<file path="src/rtl/parking_gate_ctrl.sv">
`default_nettype none
// ============================================================================
//  Module      : parking_gate_ctrl
//  Description : Gate-side initiator for the parking occupancy counter.
//                Synchronizes and debounces the entry/exit loop and beam
//                sensors, decides admission from the counter's vacancy flags,
//                drives both barriers and emits the car_entered / car_exited
//                events (with university qualifiers) that the counter
//                consumes.
//  Ports       :
//     clk                  - single rising-edge clock
//     start                - synchronous active-low reset (0 = reset, 1 = run)
//     entry_loop/beam      - raw entry-gate loop and beam sensors
//     entry_uni_card       - raw university permit level at entry
//     exit_loop/beam       - raw exit-gate loop and beam sensors
//     exit_uni_card        - raw university permit level at exit
//     is_vacated_space     - general space available
//     uni_is_vacated_space - university space available
//     car_entered/exited   - one-cycle completion events (never coincident)
//     is_uni_car_entered/exited - qualifiers latched at each gate's decision
//     entry/exit_barrier_open   - barrier drive
//     entry_denied         - one-cycle pulse on refusal for lack of space
//     gate_timeout         - one-cycle pulse when either barrier aborts
//  Revision    : 1.0 - initial release
// ============================================================================
module parking_gate_ctrl #(
   parameter int DEBOUNCE_CYCLES = 4,
   parameter int OPEN_TIMEOUT    = 200,
   parameter int CNT_W           = 8
) (
   input  logic clk,
   input  logic start,
   input  logic entry_loop,
   input  logic entry_beam,
   input  logic entry_uni_card,
   input  logic exit_loop,
   input  logic exit_beam,
   input  logic exit_uni_card,
   input  logic is_vacated_space,
   input  logic uni_is_vacated_space,
   output logic car_entered,
   output logic is_uni_car_entered,
   output logic car_exited,
   output logic is_uni_car_exited,
   output logic entry_barrier_open,
   output logic exit_barrier_open,
   output logic entry_denied,
   output logic gate_timeout
);

   localparam logic [CNT_W-1:0] c_DEB_LIM  = CNT_W'(DEBOUNCE_CYCLES);
   localparam logic [CNT_W-1:0] c_TMO_LAST = CNT_W'(OPEN_TIMEOUT - 1);

   typedef enum logic [2:0] {
      S_IDLE    = 3'd0,
      S_DECIDE  = 3'd1,
      S_OPEN    = 3'd2,
      S_PASSING = 3'd3,
      S_CLEAR   = 3'd4
   } state_t;

   // ------------------------------------------------------------------------
   // Two-flop synchronizer for every raw input.
   // Bit order: 0 entry_loop, 1 entry_beam, 2 entry_card,
   //            3 exit_loop,  4 exit_beam,  5 exit_card
   // ------------------------------------------------------------------------
   logic [5:0] w_raw;
   logic [5:0] r_sync1;
   logic [5:0] r_sync2;

   assign w_raw = {exit_uni_card, exit_beam, exit_loop,
                   entry_uni_card, entry_beam, entry_loop};

   always_ff @(posedge clk) begin
      if (!start) begin
         r_sync1 <= '0;
         r_sync2 <= '0;
      end else begin
         r_sync1 <= w_raw;
         r_sync2 <= r_sync1;
      end
   end

   // ------------------------------------------------------------------------
   // Debouncers for the loop/beam channels.
   // Index: 0 entry_loop, 1 entry_beam, 2 exit_loop, 3 exit_beam.
   // The counter saturates at the limit; the level flips on the next
   // still-mismatched sample, so a change shows up 2 + DEBOUNCE_CYCLES edges
   // after the raw input is first sampled. w_rise is a same-edge strobe for
   // a debounced 0->1 transition.
   // ------------------------------------------------------------------------
   logic [3:0] w_deb_in;
   logic [3:0] w_deb;
   logic [3:0] w_rise;

   assign w_deb_in = {r_sync2[4], r_sync2[3], r_sync2[1], r_sync2[0]};

   for (genvar gi = 0; gi < 4; gi++) begin : g_deb
      logic             r_level;
      logic [CNT_W-1:0] r_cnt;
      logic             w_mismatch;
      logic             w_flip;

      assign w_mismatch = w_deb_in[gi] ^ r_level;
      assign w_flip     = w_mismatch && (r_cnt == c_DEB_LIM);
      assign w_deb[gi]  = r_level;
      assign w_rise[gi] = w_flip && !r_level;

      always_ff @(posedge clk) begin
         if (!start) begin
            r_level <= 1'b0;
            r_cnt   <= '0;
         end else if (!w_mismatch) begin
            r_cnt <= '0;
         end else if (w_flip) begin
            r_level <= ~r_level;
            r_cnt   <= '0;
         end else begin
            r_cnt <= r_cnt + CNT_W'(1);
         end
      end
   end

   // ------------------------------------------------------------------------
   // Entry gate FSM
   // ------------------------------------------------------------------------
   state_t           r_ent_state;
   logic [CNT_W-1:0] r_ent_cnt;
   logic             w_ent_uni;
   logic             w_ent_admit;
   logic             w_ent_done;
   logic             w_ent_tmo;

   assign w_ent_uni   = r_sync2[2];
   assign w_ent_admit = w_ent_uni ? uni_is_vacated_space : is_vacated_space;
   // Completion is acted on the edge after the debounced beam fall.
   assign w_ent_done  = (r_ent_state == S_PASSING) && !w_deb[1];
   assign w_ent_tmo   = (r_ent_state == S_OPEN) && !w_rise[1] &&
                        (r_ent_cnt == c_TMO_LAST);

   always_ff @(posedge clk) begin
      if (!start) begin
         r_ent_state        <= S_IDLE;
         r_ent_cnt          <= '0;
         entry_barrier_open <= 1'b0;
         is_uni_car_entered <= 1'b0;
         entry_denied       <= 1'b0;
      end else begin
         entry_denied <= 1'b0;
         case (r_ent_state)
            S_IDLE: begin
               if (w_rise[0]) r_ent_state <= S_DECIDE;
            end
            S_DECIDE: begin
               if (w_ent_admit) begin
                  is_uni_car_entered <= w_ent_uni;
                  entry_barrier_open <= 1'b1;
                  r_ent_cnt          <= '0;
                  r_ent_state        <= S_OPEN;
               end else begin
                  entry_denied <= 1'b1;
                  r_ent_state  <= S_CLEAR;
               end
            end
            S_OPEN: begin
               if (w_rise[1]) begin
                  r_ent_state <= S_PASSING;
               end else if (w_ent_tmo) begin
                  entry_barrier_open <= 1'b0;
                  r_ent_state        <= S_CLEAR;
               end else begin
                  r_ent_cnt <= r_ent_cnt + CNT_W'(1);
               end
            end
            S_PASSING: begin
               if (w_ent_done) begin
                  entry_barrier_open <= 1'b0;
                  r_ent_state        <= S_CLEAR;
               end
            end
            S_CLEAR: begin
               if (!w_deb[0]) r_ent_state <= S_IDLE;
            end
            default: r_ent_state <= S_IDLE;
         endcase
      end
   end

   // ------------------------------------------------------------------------
   // Exit gate FSM: same flow, but leaving is never refused.
   // ------------------------------------------------------------------------
   state_t           r_ex_state;
   logic [CNT_W-1:0] r_ex_cnt;
   logic             w_ex_uni;
   logic             w_ex_done;
   logic             w_ex_tmo;

   assign w_ex_uni  = r_sync2[5];
   assign w_ex_done = (r_ex_state == S_PASSING) && !w_deb[3];
   assign w_ex_tmo  = (r_ex_state == S_OPEN) && !w_rise[3] &&
                      (r_ex_cnt == c_TMO_LAST);

   always_ff @(posedge clk) begin
      if (!start) begin
         r_ex_state        <= S_IDLE;
         r_ex_cnt          <= '0;
         exit_barrier_open <= 1'b0;
         is_uni_car_exited <= 1'b0;
      end else begin
         case (r_ex_state)
            S_IDLE: begin
               if (w_rise[2]) r_ex_state <= S_DECIDE;
            end
            S_DECIDE: begin
               is_uni_car_exited <= w_ex_uni;
               exit_barrier_open <= 1'b1;
               r_ex_cnt          <= '0;
               r_ex_state        <= S_OPEN;
            end
            S_OPEN: begin
               if (w_rise[3]) begin
                  r_ex_state <= S_PASSING;
               end else if (w_ex_tmo) begin
                  exit_barrier_open <= 1'b0;
                  r_ex_state        <= S_CLEAR;
               end else begin
                  r_ex_cnt <= r_ex_cnt + CNT_W'(1);
               end
            end
            S_PASSING: begin
               if (w_ex_done) begin
                  exit_barrier_open <= 1'b0;
                  r_ex_state        <= S_CLEAR;
               end
            end
            S_CLEAR: begin
               if (!w_deb[2]) r_ex_state <= S_IDLE;
            end
            default: r_ex_state <= S_IDLE;
         endcase
      end
   end

   // ------------------------------------------------------------------------
   // Event arbitration: an exit wins a collision; the entry event is parked
   // in a one-deep pending flag and released on the following cycle.
   // ------------------------------------------------------------------------
   logic r_pend;
   logic w_ent_due;

   assign w_ent_due = w_ent_done || r_pend;

   always_ff @(posedge clk) begin
      if (!start) begin
         car_entered  <= 1'b0;
         car_exited   <= 1'b0;
         r_pend       <= 1'b0;
         gate_timeout <= 1'b0;
      end else begin
         car_exited   <= w_ex_done;
         car_entered  <= w_ent_due && !w_ex_done;
         r_pend       <= w_ent_due && w_ex_done;
         gate_timeout <= w_ent_tmo || w_ex_tmo;
      end
   end

endmodule
`default_nettype wire

</file>
<file path="config.mk">
export PLATFORM = sky130hd
export DESIGN_NAME = parking_gate_ctrl
export DESIGN_NICKNAME = d
export VERILOG_FILES = /design/src/rtl/parking_gate_ctrl.sv
export SDC_FILE = /design/constraint.sdc
export NUM_CORES = 1
export LEC_CHECK = 0
export ABC_AREA = 0
export CORE_MARGIN = 4
export CORE_UTILIZATION = 27
export CTS_BUF_LIST = sky130_fd_sc_hd__clkbuf_2
export DETAILED_ROUTE_END_ITERATION = 6
export MAX_ROUTING_LAYER = met4
export PLACE_DENSITY = 0.49
export SLEW_MARGIN = 10
export SYNTH_ARGS = -nofsm -noshare
export SYNTH_HDL_FRONTEND = slang
export SYNTH_SLANG_ARGS = --single-unit
</file>
<file path="constraint.sdc">
create_clock -name clk -period 1.8 [get_ports clk]
set_clock_uncertainty 0.1 [all_clocks]
set_input_delay 0.27 -clock clk [delete_from_list [all_inputs] [get_ports clk]]
set_output_delay 0.27 -clock clk [all_outputs]
set_load 0.01 [all_outputs]
</file>
* Yosys cells after proc, flatten, opt, wreduce, memory -nomap -nowiden
Index checks and enable logic that the tools add are counted.
** Operators by class
- $add $sub $neg :: 6
- Equality and inequality tests :: 29
- Multiplexer cells :: 31
- Bitwise gates (word level) :: 13
- Reductions and logical operators :: 47
** Operator list (number)
- adder 8 x 1 -> 8 bit (second input constant) :: 6
- two-way mux 8 bit :: 5
- two-way mux 3 bit :: 11
- == test 8 x 3 -> 1 bit (second input constant) :: 4
- one-hot mux 8 bit (2 select lines) :: 2
- one-hot mux 3 bit (5 select lines) :: 2
- != test 2 bit (second input constant) :: 13
- == test 8 bit (second input constant) :: 2
- logical AND 1 bit :: 16
- AND reduction 4 bit :: 4
- == test 3 x 2 -> 1 bit (second input constant) :: 4
- AND reduction 2 bit :: 6
- OR reduction 3 bit :: 4
- two-way mux 1 bit :: 9
- inverter 1 bit :: 9
- logical NOT 1 bit :: 7
- == test 3 x 1 -> 1 bit (second input constant) :: 2
- == test 3 bit (second input constant) :: 2
- logical NOT 3 bit :: 2
- != test 3 bit (second input constant) :: 2
- one-hot mux 1 bit (3 select lines) :: 2
- nonzero test 3 bit :: 2
- AND reduction 5 bit :: 1
- nonzero test 2 bit :: 2
- other kinds (3) :: 7
** Storage, ports and cells
- Flip-flop bits (word level) :: 79
- Bits of input ports :: 10
- Output and inout port bits :: 8
- Logic and storage cells :: 149

* Logic depth before layout (Yosys ltp)
- Word-level depth :: 9
- Mapped depth :: 8
- Gate-level depth less buffers :: 7

* Worst setup path before layout
Ideal clock, no wire load.
- Path type :: reg-to-reg
- Start :: register g_deb[3].r_cnt[5]
- End :: register r_ex_state[1]
- Arrival :: 1.758 ns
- Data required time :: 1.585 ns
- Path slack :: -0.173 ns
- Cell stages (with the launch flop) :: 7
- Path buffers :: 1
- Clock period less this slack :: 1.973 ns
- Cells stage by stage :: dfxtp_1 or4_4 or3_4 a31oi_2 buf_6 o21ai_1 and2_1
** On the way
- Cells in the longest elaborated chain, start to end :: 8
- Elaborated cells on any way between the ends :: 10
** Ends and longest elaborated chain
- start: declaration :: line 100 : logic [CNT_W-1:0] r_cnt;
- start signal: assignment :: line 119 : r_cnt <= r_cnt + CNT_W'(1);
- == test 8 x 3 -> 1 bit * :: line 105 : assign w_flip = w_mismatch && (r_cnt == c_DEB_LIM);
- logical AND 1 bit * :: line 105
- logical AND 1 bit * :: line 107 : assign w_rise[gi] = w_flip && !r_level;
- logical NOT 1 bit :: line 200 : assign w_ex_tmo = (r_ex_state == S_OPEN) && !w_rise[3] &&
- logical AND 1 bit (2 in series) :: line 200
- != test 3 bit (no source line)
- AND reduction 4 bit (no source line)
- end signal: assignment :: line 205 : r_ex_state <= S_IDLE;
- end signal: assignment :: line 212 : if (w_rise[2]) r_ex_state <= S_DECIDE;
- end signal: assignment :: line 218 : r_ex_state <= S_OPEN;
- end: declaration :: line 192 : state_t r_ex_state;
Mark *: on every way between the ends. The rest lies on a longest branch, timed or not.
A chain may end at the register's enable or synchronous reset.

* Worst setup path in the final report
- Start :: register g_deb[3].r_cnt[5]
- End :: register r_ex_cnt[0]
** On the way
- Cells in the longest elaborated chain, start to end :: 8
- Elaborated cells on any way between the ends :: 9
** Ends and longest elaborated chain
- == test 8 x 3 -> 1 bit * :: line 105
- logical AND 1 bit * :: line 105
- logical AND 1 bit * :: line 107
- logical NOT 1 bit :: line 200
- logical AND 1 bit (2 in series) :: line 200
- != test 2 bit (no source line)
- AND reduction 3 bit (no source line) *
- end signal: assignment :: line 227 : r_ex_cnt <= r_ex_cnt + CNT_W'(1);
- end: declaration :: line 193 : logic [CNT_W-1:0] r_ex_cnt;
Marked as above.

==> results by group <==
Run status
  • Run status: complete, but fails checks
  • Failing checks: negative setup slack

Route
  • WL per Instance: 10.9 um
  • Drt drc: 0
  • DR pass1 iterations: 4
  • Routed vias: 2,822
  • Post-DR vias/cell: 4.40
  • DRT iter0 DRCs: 104
  • Antenna Nets Post-Route: 0
  • Total Wirelength: 6980 um

STA
  • Crit path setup slack, layout: -0.125 ns
  • RSZ-0062 raised after global routing: true
  • Max Fclk: 520 MHz
  • Final hold slack: 0.209 ns
  • Final setup vio count: 20
  • Worst-margin pin slew: 0.361 ns
  • Normalized max-slew margin: 0.757
  • Final Max Tran Viols: 0
  • Hold Violations, Final: 0
  • Minimum clock period: 1.92 ns
  • Crit share post-route: 1.07

Finish
  • Utilization after layout: 0.358
  • Layout fillers: 1,333
  • Multi-input gate area: 1950 sq um
  • Layout area overhead: 29.7%
  • Register area: 1600 sq um
  • Ratio of cells with drive above 1 in the final layout: 0.259
  • Post-Layout Cell Count: 641
  • Final Instance Area: 4520 sq um
  • Nets: 483

Power and ir drop
  • Power Dens Cells: 585 nW/um^2
  • Total power draw: 2.64 mW
  • Pleak: 1.78 nW
  • Peak VDD IR: 0.000303 V

Setup path
  • Worst Path Arrival: 2.31 ns
  • Reg2Reg Launch Point: g_deb[3].r_cnt[5]
  • Critical Path Start: g_deb[3].r_cnt[5]
  • Crit start category: register
  • Worst setup EP type: register
  • CP required: 2.18 ns
  • Worst-path fanout max: 5
  • Path type of the worst setup path: reg2reg

Place
  • Final GP Congestion: 0.790
  • Cell count after placement: 615
  • HPWL Detailed: 4830 um
  • DP Area: 4230 sq um
  • IO Port Bufs: 17

Clock network
  • Root buf cell: clkbuf_2
  • Num Clock Sinks: 79
  • Clock latency at the later pin of the worst-skew pair: 0.51 ns
  • Max Buffers Root-to-Sink: 2
  • TritonCTS clock tree: yes
  • Worst-path clk slew: 0.22 ns
  • Inserted Clock Buffers: 9
  • H-tree depth: 3

Logic synthesis
  • Flops & latches, synth: 79
  • Synthesized Nets: 404
  • Count of flip-flops with a built-in enable after synthesis: 0
  • Syn Area/Cell: 9.07 sq um
  • Count leader, synth: dfxtp_1
  • Mapped Area: 3480 sq um
  • Cells after Synth: 384
  • Biggest area consumer among synthesized cells: dfxtp_1
  • Commonest cells in the netlist: 79 x dfxtp_1, 47 x nor2_1, 33 x nand3_1, 26 x xor2_1
  • Synth top area share: 0.454
  • Syn. warnings: 0
  • Top FF cell, synth: dfxtp_1
  • Post-synth ARST share: 0
  • Distinct cells, synth: 50
  • Synth top area cells: dfxtp_1 45%, xor2_1 6.5%, nor2_1 5.1%
  • Sequential area share after synthesis: 0.454

Floorplan
  • Die Span Y: 122 um
  • Starting Density: 0.276
  • # IOs: 18
  • Core footprint: 12,600 sq um
  • Die width: 122 um
  • # rows: 41
  • Die ar.: 14,800 sq um

GRT
  • First-pass GRT wire length: 12,100 um
  • Initial antenna violation count: 0
  • Largest net degree at the start of global routing: 42
  • Vias in the first global route: 2,670
  • Gr ovfl total: 0
  • Total GRT Usage: 0.105

Hold path
  • HP Start: entry_loop
  • Worst Hold Class: in2reg

Flow run
  • Max Cap Violations: 0
[stage by stage]
| step | TNS [ns] | worst slack, ns |
|---|---|---|
| floorplan | -0.516 | -0.101 |
| global placement | -1.59 | -0.157 |
| detailed placement | -2.03 | -0.185 |
| CTS | -1.80 | -0.156 |
| global route | -3.42 | -0.199 |
| finish | -1.35 | -0.125 |
[final timing paths]
path            endpoint  slack (ns)  cells after the start
max          r_ex_cnt[0]       -0.12                      6
min           r_sync1[0]        0.21                      2
max reg2reg  r_ex_cnt[0]       -0.12                      6
min reg2reg   r_sync2[2]        0.36                      1
[per-layer routing]
metal	vias to the layer above	routed length, um	track usage
met4	0	169	0.0553
met3	13	181	0.0214
met1	1295	3690	0.137
li1	1484	-	-
met5	-	0	-
met2	30	2940	0.152
[registers in the layout, summed over array words and instances (netlist names)]
signal              cells
car_entered             1
car_exited              1
entry_barrier_open      1
entry_denied            1
exit_barrier_open       1
g_deb.r_cnt            32
g_deb.r_level           4
gate_timeout            1
is_uni_car_entered      1
is_uni_car_exited       1
r_ent_cnt               8
r_ent_state             3
r_ex_cnt                8
r_ex_state              3
r_pend                  1
r_sync1                 6
r_sync2                 6
[power breakdown]
| group | leakage (nW) | switching [mW] | internal, mW |
|---|---|---|---|
| sequential | 0.645 | 0.00693 | 1.77 |
| combinational | 1.08 | 0.0395 | 0.0429 |
| clock | 0.0488 | 0.621 | 0.166 |
| total | 1.78 | 0.667 | 1.98 |
[cell families after synthesis]
family                   count (synthesis)  synth area share
buffers and inverters                   23            0.0269
XOR/XNOR                                36            0.0905
AO/OA/AOI/OAI                           40            0.0761
adder cells (fa/ha/maj)                 10            0.0359
AND/OR/NAND/NOR                        190             0.299
flip-flops                              79             0.454
multiplexers                             6            0.0172
[layout make-up]
type / instances / share of cell area
repair buffers: 75 / 0.135
clock buffers: 9 / 0.00997
inverters: 15 / 0.0125
flip-flops and latches: 79 / 0.353
diodes: 1 / 0.000554
well taps: 172 / 0.0476
multi-input cells: 283 / 0.432
clock inverters: 7 / 0.00886
[critical path, stage by stage (launching register included)]
cell and delay (ns):
dfxtp_2 0.37, or4_4 0.53, or3_4 0.40, nand3_1 0.13, buf_4 0.12, and3_1 0.14, o31a_1 0.11
[cells in the final DEF, fill, tap and decap left out, types with 3 or more instances in the layout]
| cell type | netlist | layout |
|---|---|---|
| a21oi_2 | 0 | 3 |
| nand3_1 | 33 | 29 |
| nor2b_1 | 9 | 9 |
| clkdlybuf4s50_1 | 0 | 9 |
| clkbuf_2 | 0 | 9 |
| or2_2 | 3 | 3 |
| o31a_1 | 3 | 3 |
| inv_1 | 15 | 13 |
| nand2b_1 | 7 | 7 |
| nor3b_1 | 5 | 5 |
| nor2_1 | 47 | 45 |
| ha_1 | 10 | 8 |
| nand4_1 | 6 | 6 |
| dlygate4sd2_1 | 0 | 8 |
| clkinvlp_4 | 0 | 3 |
| nor3_2 | 0 | 3 |
| o21ai_0 | 7 | 5 |
| and3_1 | 11 | 11 |
| o21a_1 | 3 | 3 |
| buf_4 | 0 | 56 |
| xor2_1 | 26 | 26 |
| a21oi_1 | 11 | 8 |
| and2_1 | 17 | 16 |
| dfxtp_2 | 0 | 11 |
| xnor2_1 | 10 | 10 |
| mux2i_1 | 6 | 6 |
| nor4_1 | 4 | 3 |
| nand2_1 | 17 | 17 |
| nor3_1 | 7 | 4 |
| dfxtp_1 | 79 | 68 |
| nand3_2 | 0 | 3 |
| o21ai_1 | 5 | 7 |
| or3_2 | 5 | 4 |
[repair_timing]
action,CTS,global route
gates cloned,1,0
hold buffers,0,0
endpoints found under the setup margin,38,49
gates resized for setup,40,10
pin swaps,21,14
setup buffers,8,1
(Power assumes the default switching activity.)
